**config.mk**
```make
export PLATFORM = sky130hd
export DESIGN_NAME = spi_txn_ctrl
export DESIGN_NICKNAME = d
export VERILOG_FILES = /design/src/rtl/spi_txn_ctrl.sv
export SDC_FILE = /design/constraint.sdc
export NUM_CORES = 1
export LEC_CHECK = 0
export ABC_AREA = 1
export CAP_MARGIN = 30
export CORE_UTILIZATION = 40
export CTS_CLUSTER_DIAMETER = 80
export DETAILED_ROUTE_END_ITERATION = 10
export HOLD_SLACK_MARGIN = 0.05
export PLACE_DENSITY_LB_ADDON = 0.12
export SLEW_MARGIN = 5
export SYNTH_ARGS = -nofsm -noshare
export SYNTH_HDL_FRONTEND = slang
export SYNTH_SLANG_ARGS = --single-unit
```
**constraint.sdc**
```tcl
create_clock -name clk -period 1.7 [get_ports clk]
set_input_delay 0.51 -clock clk [delete_from_list [all_inputs] [get_ports clk]]
set_output_delay 0.51 -clock clk [all_outputs]
set_load 0.05 [all_outputs]
```
**src/rtl/spi_txn_ctrl.sv**
```systemverilog
// spi_txn_ctrl: SPI command/burst sequencer driving the register mux (address, write strobes, read loads).
module spi_txn_ctrl #(
  parameter logic [6:0]  MAX_ADDR   = 7'h09,
  parameter logic [15:0] NOINC_MASK = 16'h0128
) (
  input  logic       clk,
  input  logic       reset_n,
  input  logic       cs_n,
  input  logic       byte_dv,
  input  logic [7:0] byte_in,
  input  logic [7:0] tx_d,
  input  logic       tx_en,
  output logic [6:0] reg_addr,
  output logic       addr_dv,
  output logic       rw_out,
  output logic       rxdv,
  output logic [7:0] rx_d,
  output logic       tx_load,
  output logic [7:0] tx_byte,
  output logic       rd_strobe,
  output logic       busy,
  output logic [7:0] err_cnt
);
  localparam logic [2:0] IDLE    = 3'd0;
  localparam logic [2:0] CMD     = 3'd1;
  localparam logic [2:0] WR_DATA = 3'd2;
  localparam logic [2:0] RD_DATA = 3'd3;
  localparam logic [2:0] DRAIN   = 3'd4;
  logic [2:0] state;
  logic       load_pend, rd_ovf, hold, ovf, err_inc;
  logic [6:0] nxt;
  always_comb begin
    hold    = (reg_addr < 7'd16) && NOINC_MASK[reg_addr[3:0]];
    nxt     = hold ? reg_addr : reg_addr + 7'd1;
    ovf     = !hold && (nxt > MAX_ADDR || nxt == 7'd0);
    err_inc = !cs_n && ((state == CMD && byte_dv && byte_in[6:0] > MAX_ADDR) ||
                        (state == WR_DATA && rxdv && ovf) ||
                        (state == RD_DATA && rd_strobe && rd_ovf));
  end
  assign addr_dv = state == WR_DATA || state == RD_DATA;
  assign busy    = state != IDLE;
  always_ff @(posedge clk) begin
    if (!reset_n) begin
      state     <= IDLE;
      reg_addr  <= '0;
      rw_out    <= 1'b0;
      rxdv      <= 1'b0;
      rx_d      <= '0;
      tx_load   <= 1'b0;
      tx_byte   <= '0;
      rd_strobe <= 1'b0;
      err_cnt   <= '0;
      load_pend <= 1'b0;
      rd_ovf    <= 1'b0;
    end else begin
      rxdv      <= 1'b0;
      tx_load   <= 1'b0;
      rd_strobe <= 1'b0;
      if (err_inc && err_cnt != 8'hFF) err_cnt <= err_cnt + 8'd1;
      if (cs_n) begin
        state     <= IDLE;
        rw_out    <= 1'b0;
        load_pend <= 1'b0;
        rd_ovf    <= 1'b0;
      end else begin
        case (state)
          IDLE: state <= CMD;
          CMD: if (byte_dv) begin
            rw_out    <= byte_in[7];
            reg_addr  <= byte_in[6:0];
            load_pend <= byte_in[7] && byte_in[6:0] <= MAX_ADDR;
            state     <= byte_in[6:0] > MAX_ADDR ? DRAIN : byte_in[7] ? RD_DATA : WR_DATA;
          end
          WR_DATA: begin
            if (rxdv) begin
              if (ovf) state <= DRAIN;
              else reg_addr <= nxt;
            end
            if (byte_dv) begin
              rxdv <= 1'b1;
              rx_d <= byte_in;
            end
          end
          RD_DATA: begin
            if (load_pend) begin
              tx_load   <= 1'b1;
              tx_byte   <= tx_en ? tx_d : 8'h00;
              load_pend <= 1'b0;
            end
            if (rd_strobe && rd_ovf) state <= DRAIN;
            // address moves with the strobe so the reload samples the new source
            if (byte_dv) begin
              rd_strobe <= 1'b1;
              rd_ovf    <= ovf;
              load_pend <= !ovf;
              if (!ovf) reg_addr <= nxt;
            end
          end
          DRAIN: state <= DRAIN;
          default: state <= IDLE;
        endcase
      end
    end
  end
endmodule

```
==> results.sh <==
export IMPL_viasPerCell=5.14
export IMPL_initial_core_util_pct=42.6
export IMPL_placed_area_sq_mm=0.00376
export IMPL_netlist_instances=320
export IMPL_maxCapViolCount=0
export IMPL_finalHoldViolCount=0
export IMPL_path_buf_inv=4
export IMPL_top_usage_layer="met2"
export IMPL_cts_tree="built"
export IMPL_fillers=322
export IMPL_worst_slew_pin_slew_ps=425
export IMPL_fin_nets=470
export IMPL_clockBufferDepth=2
export IMPL_wl_per_cell_um=14.9
export IMPL_synth_top_area_share_pct=36.8
export IMPL_grt_pass1_wl_mm=12.0
export IMPL_slew_headroom_pct=71.5
export IMPL_synth_cell_types=35
export IMPL_diodes=0
export IMPL_die_h_um=76.7
export IMPL_syn_area_per_cell_sq_um=6.97
export IMPL_yosys_warnings=0
export IMPL_core_area_sq_mm=0.00524
export IMPL_grt_pass1_vias=2623
export IMPL_clk_latency_ps=300
export IMPL_cp_slowest_stage_delay_ps=330
export IMPL_cts_sinks=41
export IMPL_areaGrowthSynthToFinish_pct=86.9
export IMPL_min_period_ps=1990
export IMPL_timing_final_ws_setup_ps=-286
export IMPL_met1_usage_pct=29.1
export IMPL_vdd_drop_max_uv=529
export IMPL_die_x_um=76.7
export IMPL_placed_cells=498
export IMPL_cts_hold_buf=0
export IMPL_fmax_mhz=504
export IMPL_dp_hpwl_mm=5.12
export IMPL_yosys_top_cells_count="nand2_1, nand3_1, dfxtp_1"
export IMPL_status="finished, violations left"
export IMPL_critPathMaxFanout=8
export IMPL_synth_most_common_cell="nand2_1"
export IMPL_first_pass_iters=4
export IMPL_synth_edf_count=0
export IMPL_wl_mm=7.73
export IMPL_rows=26
export IMPL_clk_transition_reported_paths_ps=80
export IMPL_cts_root_buf="clkbuf_8"
export IMPL_utilization_pct=79.6
export IMPL_pwr_density_cell_mw_per_mm2=628
export IMPL_synth_nets=343
export IMPL_htreeDepth=2
export IMPL_slowest_stage="dfxtp_2"
export IMPL_yosysTopAreaCell="dfxtp_1"
export IMPL_synth_seq_area_share_pct=36.8
export IMPL_async_flop_share_pct=0
export IMPL_path_class="flop to flop"
export IMPL_arrival_ps=2180
export IMPL_setup_viol=21
export IMPL_gp_congestion=0.858
export IMPL_post_place_ws_ps=-425
export IMPL_clock_skew_ps=4.32
export IMPL_fin_area_sq_mm=0.00417
export IMPL_hold_path_class="flop to flop"
export IMPL_grtUsageTotal_pct=25.4
export IMPL_drt_initial_drc_count=139
export IMPL_ant_nets=0
export IMPL_numCtsBuffers=5
export IMPL_use_met2_pct=47.2
export IMPL_cp_top_family="simple AND/OR/NAND/NOR gates"
export IMPL_grt_overflow=0
export IMPL_drc_errors=0
export IMPL_dieArea_sq_mm=0.00588
export IMPL_grtUsageMet3_pct=3.69
export IMPL_ys_ff_latch=41
export IMPL_yosys_most_used_dff="dfxtp_1"
export IMPL_mappedNetlistArea_sq_mm=0.00223
export IMPL_fin_hold_ws_ps=507
export IMPL_instances_no_fill=518
export IMPL_slew_violations=0
export IMPL_netlist_top_cells_area="dfxtp_1, nand3_1, nand2_1"
export IMPL_port_buffers=57
export IMPL_antenna_found_initial=0
export IMPL_start_kind="flop"
export IMPL_violations="setup timing"
export IMPL_leakage_nw=1.81
export IMPL_vias=2663
export IMPL_rsz0062_at_grt="true"
export IMPL_ios=58
export IMPL_cp_end_kind="flop"
export IMPL_drive_gt1_share_pct=45.3
export IMPL_fin_crit_sh_pct=117
export IMPL_crit_required_ps=1900
export IMPL_worst_r2r_setup_slack_ps=-290
export IMPL_path_cells="inv_1, nor2_4, buf_6, nand3_1, nand2_2, nand2_2, inv_2, nand3_2, nand3_4, nand2_8, inv_6, nand3_4, o211ai_4, nand2_4, nand2_1, a21oi_1"
export IMPL_grt_max_degree=17
final cells by class:
| class | count | area, sq um | area share, % |
|---|---|---|---|
| flip-flops and latches | 41 | 848 | 20.3 |
| multi-input cells | 228 | 1450 | 34.8 |
| inverters | 46 | 180 | 4.32 |
| repair buffers | 125 | 1490 | 35.7 |
| clock buffers | 8 | 111 | 2.67 |
| well taps | 70 | 87.6 | 2.10 |
cell usage in the layout (no fill, tap or decap), types with 3 or more instances in the layout:
cell / count
buf_4: 61
nand2_1: 51
nand3_1: 43
buf_12: 38
inv_1: 33
dfxtp_1: 31
nor2_1: 25
nand2_2: 19
clkdlybuf4s50_1: 19
a21oi_1: 16
inv_2: 10
o21ai_0: 10
nor2_4: 9
nand3_2: 8
a21oi_2: 6
clkbuf_8: 6
buf_6: 6
dfxtp_4: 6
nor2_2: 4
dfxtp_2: 4
nand2_4: 3
nand3_4: 3
xnor2_1: 3
xor2_1: 3
tightest hold or removal path, cell delays in order (launching register included):
cell     delay, ps
dfxtp_1        340
nand3_1         80
nand2_1         50
metrics by stage:
| stage | setup TNS, ps | total power, mW |
|---|---|---|
| global placement | -7520 | 1.67 |
| CTS | -2400 | 2.51 |
| global route | -6450 | 2.71 |
| finish | -3910 | 2.62 |
| floorplan | -1840 | 1.36 |
| detailed placement | -8540 | 1.68 |
sequential cells by signal (all words and copies together), names as in the netlist, 3 cells and up, named ones only:
register and cells:
err_cnt 8, reg_addr 7, rx_d 8, state 3, tx_byte 8
metal layers:
layer	share of wire, %	vias up	wire length [um]
li1	-	1288	-
met1	38	1276	2960
met2	55	79	4260
met3	3.9	20	304
met4	2.7	0	210
met5	0	-	0
power breakdown:
group	internal (mW)	leakage, nW	switching [mW]
clock network	0.420	0.0566	0.364
registers	0.981	0.338	0.0246
logic	0.387	1.42	0.442
total	1.79	1.81	0.831
timing repair:
item | CTS | global route
pin swaps | 15 | 22
resized for setup | 28 | 31
setup endpoints to repair | 19 | 30
setup buffers | 6 | 6
cloned | 1 | 0
cell families (layout without fill, tap and decap cells):
logic type               after synthesis  count (layout)  share of synthesized area [%]
AND/OR/NAND/NOR                      174             174                           37.7
buffers and inverters                 52             179                           9.48
AO/OA/AOI/OAI                         44              45                           11.8
flip-flops                            41              41                           36.8
XOR/XNOR                               7               7                           3.09
adder cells (fa/ha/maj)                2               2                           1.12
worst paths after layout:
path	endpoint	from	cells past startpoint
worst max register to register	err_cnt[7]	flop	16
worst max-delay path	err_cnt[7]	flop	16
worst min register to register	tx_byte[0]	tx_byte[0]	2
worst min-delay path	tx_byte[0]	tx_byte[0]	2
Power figures use the tool's default switching activity.
